## config.mk

```make
export PLATFORM = sky130hd
export DESIGN_NAME = fetch_stage
export DESIGN_NICKNAME = d
export VERILOG_FILES = /design/src/rtl/mips_pkg.sv /design/src/rtl/if_id_reg.sv /design/src/rtl/fetch_stage.sv
export SDC_FILE = /design/constraint.sdc
export NUM_CORES = 1
export LEC_CHECK = 0
export CORE_UTILIZATION = 55
export DETAILED_ROUTE_END_ITERATION = 8
export DONT_BUFFER_PORTS = 1
export GPL_ROUTABILITY_DRIVEN = 0
export PLACE_DENSITY = 0.73
export SLEW_MARGIN = 20
export SYNTH_ARGS = -nofsm -noshare
export SYNTH_HDL_FRONTEND = slang
export SYNTH_HIERARCHICAL = 1
export SYNTH_SLANG_ARGS = --single-unit
```

## constraint.sdc

```tcl
create_clock -name clk -period 2 [get_ports clk]
set_input_delay 0.6 -clock clk [delete_from_list [all_inputs] [get_ports clk]]
set_output_delay 0.6 -clock clk [all_outputs]
set_load 0.02 [all_outputs]
```

## src/rtl/mips_pkg.sv

```systemverilog
// Shared MIPS constants: instruction field slices, NOP encoding and fetch FSM states.
package mips_pkg;

    localparam int unsigned OP_MSB    = 31;
    localparam int unsigned OP_LSB    = 26;
    localparam int unsigned FUNCT_MSB = 5;

    localparam logic [5:0]  OP_RTYPE  = 6'b000000;
    localparam logic [31:0] INSTR_NOP = 32'h0;

    typedef enum logic [1:0] {
        BOOT     = 2'd0,
        FETCH    = 2'd1,
        REDIRECT = 2'd2
    } fetch_state_t;

endpackage

```

## src/rtl/if_id_reg.sv

```systemverilog
// IF/ID pipeline register: instruction, its PC+4 and a valid flag.
// Priority is reset, flush, load, hold.
module if_id_reg
    import mips_pkg::*;
#(
    parameter int unsigned ADDR_W = 32,
    parameter int unsigned DATA_W = 32
) (
    input  logic              clk,
    input  logic              rst_n,
    input  logic              load,
    input  logic              flush,
    input  logic [DATA_W-1:0] instr_d,
    input  logic [ADDR_W-1:0] pcplus4_d,
    output logic [DATA_W-1:0] instr,
    output logic [ADDR_W-1:0] pcplus4,
    output logic              instr_valid
);

    always_ff @(posedge clk) begin
        if (!rst_n) begin
            instr       <= DATA_W'(INSTR_NOP);
            pcplus4     <= '0;
            instr_valid <= 1'b0;
        end else if (flush) begin
            // PCPlus4 is left alone; it is meaningless once the slot is invalid
            instr       <= DATA_W'(INSTR_NOP);
            instr_valid <= 1'b0;
        end else if (load) begin
            instr       <= instr_d;
            pcplus4     <= pcplus4_d;
            instr_valid <= 1'b1;
        end
    end

endmodule

```

## src/rtl/fetch_stage.sv

```systemverilog
// Instruction fetch stage: PC, fetch FSM, imem req/ready handshake and IF/ID register.
module fetch_stage
    import mips_pkg::*;
#(
    parameter logic [31:0] RESET_PC = 32'h0000_0000,
    parameter int unsigned ADDR_W   = 32,
    parameter int unsigned DATA_W   = 32
) (
    input  logic              clk,
    input  logic              rst_n,
    output logic [ADDR_W-1:0] imem_addr,
    output logic              imem_req,
    input  logic              imem_ready,
    input  logic [DATA_W-1:0] imem_rdata,
    input  logic              Stall,
    input  logic              BranchTaken,
    input  logic [ADDR_W-1:0] BranchTarget,
    output logic [DATA_W-1:0] Instr,
    output logic [5:0]        Op,
    output logic [5:0]        Funct,
    output logic [ADDR_W-1:0] PCPlus4,
    output logic              InstrValid
);

    fetch_state_t      state;
    logic [ADDR_W-1:0] pc;
    logic [ADDR_W-1:0] pc_next_seq;
    logic              complete;
    logic              branch;

    assign pc_next_seq = pc + ADDR_W'(4);
    assign imem_addr   = pc;
    assign imem_req    = rst_n && (state == FETCH) && !(InstrValid && Stall);
    assign complete    = imem_req && imem_ready;
    assign branch      = BranchTaken && (state != BOOT);

    always_ff @(posedge clk) begin
        if (!rst_n) begin
            pc    <= ADDR_W'(RESET_PC);
            state <= BOOT;
        end else if (branch) begin
            pc    <= {BranchTarget[ADDR_W-1:2], 2'b00};
            state <= REDIRECT;
        end else begin
            case (state)
                BOOT:     state <= FETCH;
                REDIRECT: state <= FETCH;
                FETCH:    if (complete) pc <= pc_next_seq;
                default:  state <= BOOT;
            endcase
        end
    end

    // Without a completion an unstalled slot is consumed; a stall holds it
    if_id_reg #(
        .ADDR_W (ADDR_W),
        .DATA_W (DATA_W)
    ) u_if_id (
        .clk         (clk),
        .rst_n       (rst_n),
        .load        (complete && !branch),
        .flush       (branch || (!complete && !Stall)),
        .instr_d     (imem_rdata),
        .pcplus4_d   (pc_next_seq),
        .instr       (Instr),
        .pcplus4     (PCPlus4),
        .instr_valid (InstrValid)
    );

    assign Op    = Instr[OP_MSB:OP_LSB];
    assign Funct = Instr[FUNCT_MSB:0];

endmodule

```

== After elaboration in Yosys (flattened, before gate mapping) ==
Index checks and enable logic that the tools add are counted.

* Bits of input ports: 69
* Flip-flop bits (word level): 99

* Bitwise gates (word level): 2
* Mux-type cells: 5
* Reductions and logical operators: 22
* Eq/ne operators: 3
* $add $sub $neg: 1

{| class="wikitable"
|+ Operators by type and width
! kind !! number
|-
| 32-bit two-way mux || 3
|-
| 32-bit by 3-bit adder with 32-bit output, second input constant || 1
|-
| 1-bit logical AND || 7
|-
| 2-bit AND reduction || 3
|-
| 2-bit nonzero test || 3
|-
| 2-bit OR reduction || 3
|-
| 1-bit logical NOT || 4
|-
| 2-bit one-hot mux with 2 select lines || 1
|-
| 2-bit by 1-bit == test with 1-bit output, second input constant || 1
|-
| 2-bit == test, second input constant || 1
|-
| 2-bit logical NOT || 1
|-
| 2-bit two-way mux || 1
|-
| 2-bit inequality test, second input constant || 1
|-
| 1-bit NOT || 2
|-
| 1-bit logical OR || 1
|}

== Longest topological paths before layout ==
* Word-level depth: 9
* Mapped depth: 9

== Modules after synthesis ==
Netlist, hierarchy kept.

{| class="wikitable"
|+ Modules (own cells, without submodules)
! module !! seq. area each (µm²) !! area an instance (µm²) !! times used !! cells each
|-
| if_id_reg || 1301.2 || 2456.1 || 1 || 248
|-
| fetch_stage || 640.6 || 2369.8 || 1 || 294
|}

== Worst setup path after synthesis ==
OpenSTA, ideal clock, no wires.

* Kind: input to register
* From: input port rst_n
* To: register u_if_id.pcplus4[10]
* Arrival time: 2.538 ns
* Cell stages on the path: 9
* Setup time: 0.072 ns
* Path slack: -0.609 ns
* Required time: 1.928 ns
* Cell sequence: a21bo_2 -> nor3b_1 -> and3b_1 -> buf_2 -> buf_6 -> nor2b_4 -> buf_6 -> buf_6 -> mux2i_1

* Cells in the longest elaborated chain, start to end: 8

{| class="wikitable"
|+ RTL lines
! element !! RTL line !! source
|-
| from (decl) || fetch_stage.sv:10 || <nowiki>input logic rst_n,</nowiki>
|-
| 1-bit logical AND (*) (2 in series) || fetch_stage.sv:33 || <nowiki>assign imem_req = rst_n && (state == FETCH) && !(InstrValid && Stall);</nowiki>
|-
| named net imem_req || fetch_stage.sv:12 || <nowiki>output logic imem_req,</nowiki>
|-
| 1-bit logical AND (*) || fetch_stage.sv:34 || <nowiki>assign complete = imem_req && imem_ready;</nowiki>
|-
| 1-bit logical NOT || fetch_stage.sv:62 || <nowiki>.flush (branch || (!complete && !Stall)),</nowiki>
|-
| 1-bit logical AND || fetch_stage.sv:62 ||
|-
| 1-bit logical OR || fetch_stage.sv:62 ||
|-
| 1-bit NOT (no source line) || - ||
|-
| 2-bit AND reduction (no source line) (*) || - ||
|-
| to (signal assigned) || if_id_reg.sv:31 || <nowiki>pcplus4 <= pcplus4_d;</nowiki>
|-
| to (decl) || if_id_reg.sv:16 || <nowiki>output logic [ADDR_W-1:0] pcplus4,</nowiki>
|}

Mark *: on every way through the listed nets, which the timed path passes. The rest lies on a longest branch.
A chain may end at the register's enable or synchronous reset.

== Final worst setup path ==
* From: register u_if_id.instr_valid
* To: output port imem_req

* Cells in the longest elaborated chain, start to end: 3

{| class="wikitable"
|+ RTL lines
! element !! RTL line !! source
|-
| from (decl) || if_id_reg.sv:17 || <nowiki>output logic instr_valid</nowiki>
|-
| from (signal assigned) || if_id_reg.sv:24 || <nowiki>instr_valid <= 1'b0;</nowiki>
|-
| from (signal assigned) || if_id_reg.sv:28 || <nowiki>instr_valid <= 1'b0;</nowiki>
|-
| from (signal assigned) || if_id_reg.sv:32 || <nowiki>instr_valid <= 1'b1;</nowiki>
|-
| 1-bit logical AND || fetch_stage.sv:33 ||
|-
| 1-bit logical NOT || fetch_stage.sv:33 ||
|-
| 1-bit logical AND || fetch_stage.sv:33 ||
|-
| to (decl) || fetch_stage.sv:12 ||
|}

Every way passes these cells.

==> run_results.csv <==
group,metric,value,unit
synth,synthDistinctLibCells,50,
timing,setup_viol,0,
worst_setup_path,endpoint,"imem_req",
worst_hold_path,min_path_type,"input pin to flip-flop",
floorplan,start_util,57.9,%
worst_hold_path,min_from,"rst_n",
clock_tree,cts_sinks,97,
worst_setup_path,cp_max_fo,7,
worst_setup_path,crit_type,"flip-flop to output pin",
synth,synthCells,542,
placed_design,dpl.hpwl,8380,um
clock_tree,htree_levels,3,
power_and_ir_drop,netSwitchingFraction,29.4,%
floorplan,core,8340,um^2
power_and_ir_drop,leakagePower,1.89,nW
routing,num_vias,3771,
timing,timing.final.crit_period,1.94,ns
routing,drt_pass1_iterations,5,
worst_setup_path,endpoint_kind,"output pin",
clock_tree,clock_latency,0.37,ns
routing,drtIter0Drc,137,
timing,fmax,0.516,GHz
timing,worst_slack,0.0625,ns
routing,drt-total-wl,11500,um
routing,route.detailed.drc,0,
power_and_ir_drop,pwr-share-seq,54.8,%
timing,setup_tns,0,ns
timing,fin_skew,0.0108,ns
synth,yosys_warnings,6,
floorplan,fp.dieW,95.7,um
final_layout,diodes,0,
global_routing,grtUsageTotal,24.7,%
synth,synth_top_cell_area_share,40.2,%
final_layout,drive_above_1_share,16.2,%
worst_setup_path,crit_required,1.40,ns
global_routing,grt_overflow,0,
synth,syn_area,4830,um^2
timing,min_period_over_period,96.9,%
routing,ant_nets,0,
global_routing,grt_pass1_wl,17300,um
power_and_ir_drop,p_comb_share,12.6,%
timing,slew_viol_final,0,
synth,synth-edff-count,0,
timing,hold_viol,0,
synth,synthTopCellsByArea,"dfxtp_1 (40%), mux2i_1 (13%), nand2_1 (7.0%), xor2_1 (5.4%), nor2_1 (4.0%)",
power_and_ir_drop,intPower,2.66,mW
placed_design,place_ws,-0.000592,ns
synth,synthArstFlopShare,0,%
clock_tree,clk_pin_slew,0.10,ns
floorplan,die_h,95.7,um
worst_setup_path,cp.arrival,1.34,ns
final_layout,fillers,733,
clock_tree,cts_buffers,9,
run,maxCapViolCount,0,
status,outcome,"finished, final reports clean",
clock_tree,cts_tree,"yes",
final_layout,syn_to_final_growth,9.15,%
worst_setup_path,critPathLaunch,"u_if_id/instr_valid",
clock_tree,clk_root_buffer_cell,"clkbuf_8",
synth,ys.flop_type,"dfxtp_1",
worst_setup_path,worstReg2RegStart,"imem_addr[4]",
routing,wire_per_inst,17.4,um
floorplan,rows,33,
worst_setup_path,worstReg2RegEnd,"u_if_id/pcplus4[11]",
synth,synth-seq-area-share,40.2,%
global_routing,grt_max_degree,89,
power_and_ir_drop,p_per_area,714,nW/um^2
timing,grt_setup_unrepaired,"true",
worst_setup_path,worstRegToRegCells,6,
synth,avgSynthCellArea,8.90,um^2
synth,synth_top_area_cell,"dfxtp_1",
worst_setup_path,cp-start-kind,"flip-flop",
routing,routed_via_density,5.72,
final_layout,nets,619,
power_and_ir_drop,max-vdd-ir-drop,0.309,mV
floorplan,die_area,9150,um^2
power_and_ir_drop,total_power,3.76,mW
floorplan,boundaryPins,179,
clock_tree,clockBufferDepth,2,
synth,synth_seq_cells,97,
timing,timing.hold.ws,0.367,ns
global_routing,grt_pass1_vias,3436,
power_and_ir_drop,p_sw,1.11,mW
placed_design,numPortBuffers,0,
worst_setup_path,r2r_setup_slack,0.14,ns
power_and_ir_drop,p_clk_share,32.6,%
global_routing,antenna_found_initial,0,
-- cells in the mapped netlist (2+ instances only) --
library cell	number
a211oi_1	7
a21oi_1	15
a22o_1	4
and2_1	2
and3_1	5
and4_1	3
and4bb_2	2
buf_1	2
buf_2	15
buf_4	19
buf_6	5
clkbuf_1	13
clkbuf_2	3
dfxtp_1	97
inv_1	3
mux2i_1	64
nand2_1	90
nand3_1	16
nand4_1	16
nor2_1	52
nor2_2	2
nor3_1	7
nor4_4	3
o21ai_0	24
xnor2_1	18
xnor2_2	2
xor2_1	30
-- power by group through the flow --
stage                     clock [mW]  combinational (mW)  sequential (mW)
final                           1.23               0.474             2.06
after global routing            1.33               0.514             2.07
after CTS                       1.27               0.469             2.06
after detailed placement           0               0.467             2.10
after global placement             0               0.457             2.10
after floorplan                    0               0.306             2.15
-- flip-flops by register name, summed over array words and instances (netlist names) --
register,flops
u_if_id/instr,32
imem_addr,30
state,2
u_if_id/instr_valid,1
u_if_id/pcplus4,32
-- critical path: stages, from the launching register on --
cell,delay [ns]
dfxtp_1,0.34
a21bo_4,0.27
nor3b_4,0.22
buf_6,0.16
-- through the flow --
| step | util, % | area, um^2 | cells |
|---|---|---|---|
| final | 63.2 | 5270 | 659 |
| after global routing | 63.2 | 5270 | 659 |
| after CTS | 62.7 | 5230 | 656 |
| after detailed placement | 60.5 | 5040 | 640 |
| after global placement | 60.5 | 5040 | 640 |
| after floorplan | - | 4870 | 545 |
-- worst min-delay path by stage --
stage,end,cells past startpoint,slack (ns)
2_1_floorplan,u_if_id/pcplus4[0],2,0.53
3_3_place_gp,u_if_id/pcplus4[7],2,0.54
3_5_place_dp,u_if_id/pcplus4[26],2,0.55
4_1_cts,imem_addr[31],1,0.35
5_1_grt,u_if_id/instr[20],2,0.36
6_report,imem_addr[7],2,0.37
-- logic make-up after synthesis --
group | count (synthesis) | synth area share, %
multiplexers | 64 | 13.3
AO/OA/AOI/OAI | 57 | 7.10
AND/OR/NAND/NOR | 211 | 22.1
buffers and inverters | 60 | 7.39
adder cells (fa/ha/maj) | 2 | 0.467
XOR/XNOR | 50 | 9.39
flip-flops | 97 | 40.2
other | 1 | 0.0777
-- cell type report --
type                            instances  area [um^2]  share of cell area, %
Timing Repair Buffer                   50          420                   7.98
Tap cell                              105          131                   2.49
Inverter                                3         11.3                  0.214
Sequential cell                        97         1940                   36.9
Clock inverter                          6         56.3                   1.07
Multi-Input combinational cell        388         2580                   48.9
Clock buffer                           10          128                   2.42
-- what timing repair did --
item / in CTS / in global routing
gates resized for setup: 0 / 4
buffers inserted: 0 / 3
setup endpoints to repair: 0 / 7
hold buffers: 0 / 0
-- cells in the final DEF (no fill, tap or decap), types with 2 or more instances in the layout --
cell type  count
a211oi_1       7
a21oi_1       15
a22o_1         4
and2_1         2
and3_1         5
and4_1         3
and4bb_2       2
buf_12         3
buf_4         45
buf_6          2
clkbuf_8       9
conb_1         4
dfxtp_1       96
inv_1          3
inv_6          2
inv_8          2
mux2i_1       64
nand2_1       90
nand3_1       16
nand4_1       16
nor2_1        51
nor2_2         3
nor3_1         7
nor4_2         2
nor4_4         3
o21ai_0       22
xnor2_1       18
xnor2_2        2
xor2_1        30
-- metal layers --
layer	wire length (um)	GRT usage, %
met1	4900	30.0
met2	5470	41.0
met3	893	7.18
met4	220	9.45
met5	0	0
Power figures use the tool's default switching activity.
==> RTL change 1 (same flow settings) <==
Register the input `BranchTarget` before use, with the module's reset. The logic sees it one clock later. The other inputs are not delayed to match.
--- a/src/rtl/fetch_stage.sv
+++ b/src/rtl/fetch_stage.sv
@@ -22,6 +22,16 @@
     output logic              InstrValid
 );
 
+    logic [ADDR_W-1:0] BranchTarget_q;
+
+    always_ff @(posedge clk) begin
+        if (!rst_n) begin
+            BranchTarget_q <= '0;
+        end else begin
+            BranchTarget_q <= BranchTarget;
+        end
+    end
+
     fetch_state_t      state;
     logic [ADDR_W-1:0] pc;
     logic [ADDR_W-1:0] pc_next_seq;
@@ -39,7 +49,7 @@
             pc    <= ADDR_W'(RESET_PC);
             state <= BOOT;
         end else if (branch) begin
-            pc    <= {BranchTarget[ADDR_W-1:2], 2'b00};
+            pc    <= {BranchTarget_q[ADDR_W-1:2], 2'b00};
             state <= REDIRECT;
         end else begin
             case (state)
Function: changed (a bounded check fails within 4 cycles, from zero or initial values and one cycle with rst_n low).
==> RTL change 1 against the original RTL <==
- the run now ends with setup timing left
- clock skew down 0.0047 ns
- power up 73%
- setup slack worse by 0.085 ns
- sequential cell count up 30
- clock power rose to 2.7 times the old value
- core utilization up 3.2 points
- synthesized cell count up 19%
- fmax down 4.2%
- cell area up 29%
- routed wire length up 22%
- area after synthesis up 20%
- hold slack worse by 0.17 ns
- critical path type unchanged
- largest power group is now clock
==> RTL change 1: results (changes against the original RTL) <==
outcome finished, violations left; failing checks setup timing; first-pass GRT wire length 22.6 mm (+31%); Final nets 734 (+19%); leakage 2.47 nW (+31%); via/cell ratio 5.79 (+1.1%); HPWL Detailed 10.0 mm (+20%); Mapped Cells 644 (+19%); final worst setup slack -0.0221 ns (-0.0846 ns); Area contributors post-synth dfxtp_1, mux2i_1, nand2_1; most frequent cells after synthesis dfxtp_1, nand2_1, mux2i_1, nor2_1, and2_1; H-tree Lvls 4 (+1); yosys warns 6 (unchanged); slowest CP cell dfxtp_4; Final Skew 0.00612 ns (-0.00470 ns); Cell variety after synth 59 (+18%); vias in the first global route 4433 (+29%); largest net degree at the start of global routing 123 (+38%); Clock transition at path regs 0.06 ns (-0.04 ns); post-place setup slack -0.0742 ns (-0.0736 ns); vias post-DR 4704 (+25%); multiplexer area fraction after synthesis 11.0% (-2.3 points); fill cell count 846 (+15%); Synth Area in Compound Gates 10.1% (+2.9 points); Crit Path Max Fanout 2 (-5); CTS buffer count 17 (+8); adder-cell share of the synthesized area 0.388% (-0.079 points); endpoints failing setup 1 (+1); Inst Count DP 780 (+22%); clk_lat worst skew 0.52 ns (+0.15 ns); met3 Use GR 8.61% (+1.4 points); share of post-route cells with drive strength above 1 16.8% (+0.59 points); Critical Path AT 1.42 ns (+0.08 ns); Worst VDD drop 585 µV (+89%); share of the yosys chip area belonging to registers 43.7% (+3.5 points); routing usage on met2 42.1% (+1.1 points); WL/cell 17.3 µm (-0.72%); GRT Overall Usage 26.5% (+1.8 points); met1 Usage GRT 32.5% (+2.5 points)
[RTL change 1: changes by cell type after synthesis, moves of 6 or more]
| cell | unedited run | this run |
|---|---|---|
| or4_1 | 0 | 8 |
| and2_1 | 2 | 31 |
| clkbuf_1 | 13 | 26 |
| a31oi_1 | 1 | 11 |
| buf_2 | 15 | 8 |
| xor2_1 | 30 | 19 |
| a211oi_1 | 7 | 1 |
| o31ai_1 | 0 | 6 |
| dfxtp_1 | 97 | 127 |
| o211ai_1 | 0 | 12 |
| or3_1 | 0 | 9 |
[RTL change 1: worst reg2reg max path, cell delays in order, from the launching register on]
cell and delay [ns]:
dfxtp_2 0.33, buf_4 0.16, and4_2 0.31, nand4_2 0.26, nor3_2 0.34, xor2_1 0.24
nand2_1 0.08, mux2i_1 0.14
[RTL change 1: what timing repair did]
| action | CTS | global route |
|---|---|---|
| buffers inserted | 2 | 0 |
| gates resized for setup | 2 | 6 |
| endpoints found under the setup margin | 1 | 17 |
| gates cloned | 0 | 0 |
| pin swaps | 2 | 1 |
[RTL change 1: worst paths after layout]
kind	startpoint	end	slack (ns)	cells past startpoint
max	u_if_id/instr_valid	imem_req	-0.02	3
min	rst_n	BranchTarget_q[20]	0.20	1
max reg2reg	imem_addr[3]	u_if_id/pcplus4[29]	0.08	7
min reg2reg	BranchTarget_q[2]	imem_addr[2]	0.48	2
[RTL change 1: report_power, final]
group | switching, mW | internal, mW
sequential | 0.0738 | 2.61
clock | 1.08 | 2.28
combinational | 0.277 | 0.192
[RTL change 1: metrics by stage]
stage,util [%],instance area (µm²),TNS (ns)
4_1_cts,66.1,6800,-0.0422
2_1_floorplan,-,5870,-11.98
6_report,66.3,6820,-0.0221
3_5_place_dp,59.7,6130,-1.98
3_3_place_gp,59.7,6130,-0.713
5_1_grt,66.3,6820,-0.0790
[RTL change 1: metal layers]
layer  vias to the layer above  share of wire [%]
met4                         0                2.2
li1                       2264                  -
met2                       237                 46
met5                         -                  0
met3                        33                9.3
met1                      2170                 42
[RTL change 1: area by class of cell]
class	instances	area share [%]
Multi-Input combinational cell	452	42.6
Sequential cell	127	37.5
Timing Repair Buffer	62	7.56
Clock buffer	22	6.96
Clock inverter	10	2.64
Tap cell	136	2.50
Inverter	4	0.294
[RTL change 1: cells by family (layout without fill, tap and decap cells)]
kind of cell	count (synthesis)	count (layout)
buf+inv	68	98
fa+ha+maj	2	2
compound gates	88	88
other cells	1	4
xor+xnor	35	35
simple gates	259	259
mux	64	64
flops	127	127
==> RTL change 2 (same flow settings) <==
Without the edit above. `ADDR_W` is set to 32 in 2 places; all go to 48.
--- a/src/rtl/if_id_reg.sv
+++ b/src/rtl/if_id_reg.sv
@@ -3,7 +3,7 @@
 module if_id_reg
     import mips_pkg::*;
 #(
-    parameter int unsigned ADDR_W = 32,
+    parameter int unsigned ADDR_W = 48,
     parameter int unsigned DATA_W = 32
 ) (
     input  logic              clk,
--- a/src/rtl/fetch_stage.sv
+++ b/src/rtl/fetch_stage.sv
@@ -3,7 +3,7 @@
     import mips_pkg::*;
 #(
     parameter logic [31:0] RESET_PC = 32'h0000_0000,
-    parameter int unsigned ADDR_W   = 32,
+    parameter int unsigned ADDR_W   = 48,
     parameter int unsigned DATA_W   = 32
 ) (
     input  logic              clk,
Interface: changed (resized BranchTarget, PCPlus4 and imem_addr); port bits go from 179 to 227. No check against the original RTL was run, so the function may have changed too.
==> RTL change 2 against the original RTL <==
- the run now ends with DRC, setup timing left
- clock skew decreased by 0.0031 ns
- count of clock-buffer cells in the layout increased by 13
- sequential cell count increased by 32
- area after synthesis increased by 37%
- cell area increased by 59%
- power increased by 83%
- setup slack got worse by 0.11 ns
- via count increased by 63%
- routed wire length increased by 71%
- sequential power increased by 35%
- synthesized cell count increased by 45%
- critical endpoint is now imem_addr[44]
==> RTL change 2: results (changes against the original RTL) <==
share of the yosys chip area belonging to registers 39.0% (-1.3 points); Clock buf/inv share 7.58% (+4.1 points); met3 Use GR 9.64% (+2.5 points); Mapped Cells 786 (+45%); Worst path max stage delay 0.40 ns (+0.06 ns); comb_multi_in 579 (+49%); Root Buffer clkbuf_16; fraction of area in multi-input gates 46.8% (-2.2 points); yosys warns 6 (unchanged); fill cell count 863 (+18%); Critical Path AT 2.39 ns (+1.05 ns); Area contributors post-synth dfxtp_1, mux2i_1, nand2_1; FFs & Latches 129 (+33%); inverters 7 (+4); failing checks DRC, setup timing; Antenna Cells 1 (+1); pwr/cell area 820 nW/µm² (+15%); outcome finished, violations left; Comb pwr share 11.4% (-1.2 points); first-pass GRT wire length 30.0 mm (+74%); iteration count of the initial detailed-routing pass 7 (+2); Inst Count DP 953 (+49%); largest net degree at the start of global routing 132 (+48%); H-tree Lvls 4 (+1); NonClk Buf Share 11.9% (+3.9 points); Non-CTS buffers 121 (+140%); most frequent cells after synthesis nand2_1, dfxtp_1, mux2i_1, nor2_1, xor2_1; leakage 3.15 nW (+67%); # clk buffers 23 (+13); Clock transition at path regs 0.06 ns (-0.04 ns); antenna violations before repair 1 (+1); WL/cell 19.4 µm (+12%); starting DRC count in detailed routing 511 (+270%); CTS buffer count 17 (+8); via/cell ratio 6.07 (+6.1%); slowest CP cell or3_1; Final nets 941 (+52%); HPWL Detailed 13.4 mm (+60%); routing usage on met2 52.5% (+12 points); Met2 Routed Length 9.71 mm (+78%); Cell variety after synth 54 (+8.0%); Worst VDD drop 540 µV (+75%); endpoints failing setup 4 (+4); share of post-route cells with drive strength above 1 24.8% (+8.5 points); CP delay by family, top simple AND/OR/NAND/NOR gates; final worst setup slack -0.0458 ns (-0.108 ns); Residual DRC 21 (+21); sw frac 24.9% (-4.5 points); sequential power 2.79 mW (+35%); vias in the first global route 5973 (+74%); Crit Path Max Fanout 5 (-2); met3 routed WL 1.80 mm (+100%); clk_lat worst skew 0.42 ns (+0.05 ns); Final Skew 0.00769 ns (-0.00313 ns); met1 WL 7.40 mm (+51%); Seq. cell area 2620 µm² (+35%)
[RTL change 2: changes by cell type in the layout (fill, tap and decap cells not counted), sizes merged, moves of 12 or more]
cell	delta
buf	+71
clkbuf	+13
dfxtp	+32
mux2i	+16
nand2	+42
nand3	+16
nand4	+12
nor2	+20
xnor2	+12
[RTL change 2: stage by stage]
stage / TNS (ns) / setup WS [ns] / utilization, % / instance area, µm²
floorplan: -0.423 / -0.0522 / - / 6820
global placement: -1.57 / -0.0627 / 63.0 / 7280
detailed placement: -3.61 / -0.153 / 63.0 / 7280
CTS: -0.0232 / -0.0231 / 69.8 / 8080
global route: -0.791 / -0.130 / 72.4 / 8370
finish: -0.124 / -0.0458 / 72.4 / 8370
[RTL change 2: cells by family (layout without fill, tap and decap cells)]
kind of cell,after synthesis,in the layout,share of synthesized area (%)
simple gates,329,329,23.8
flops,129,129,39.0
compound gates,91,91,8.66
buf+inv,81,160,6.42
mux,80,80,12.1
xor+xnor,73,73,9.65
fa+ha+maj,2,2,0.340
other cells,1,5,0.0566
[RTL change 2: repair_timing]
| item | 4_1_cts | 5_1_grt |
|---|---|---|
| endpoints found under the setup margin | 18 | 44 |
| cloned | 1 | 0 |
| endpoints found under the hold margin | 0 | 0 |
| pin swaps | 10 | 22 |
| hold buffers | 0 | 0 |
| setup buffers | 8 | 17 |
| gates resized for setup | 14 | 35 |
[RTL change 2: final timing paths]
check	from	to	slack, ns	cells past startpoint
setup / recovery	imem_addr[3]	imem_addr[44]	-0.05	8
hold / removal	imem_rdata[4]	u_if_id/instr[4]	0.33	2
setup reg to reg	imem_addr[3]	imem_addr[44]	-0.05	8
hold reg to reg	u_if_id/pcplus4[0]	u_if_id/pcplus4[0]	0.56	2
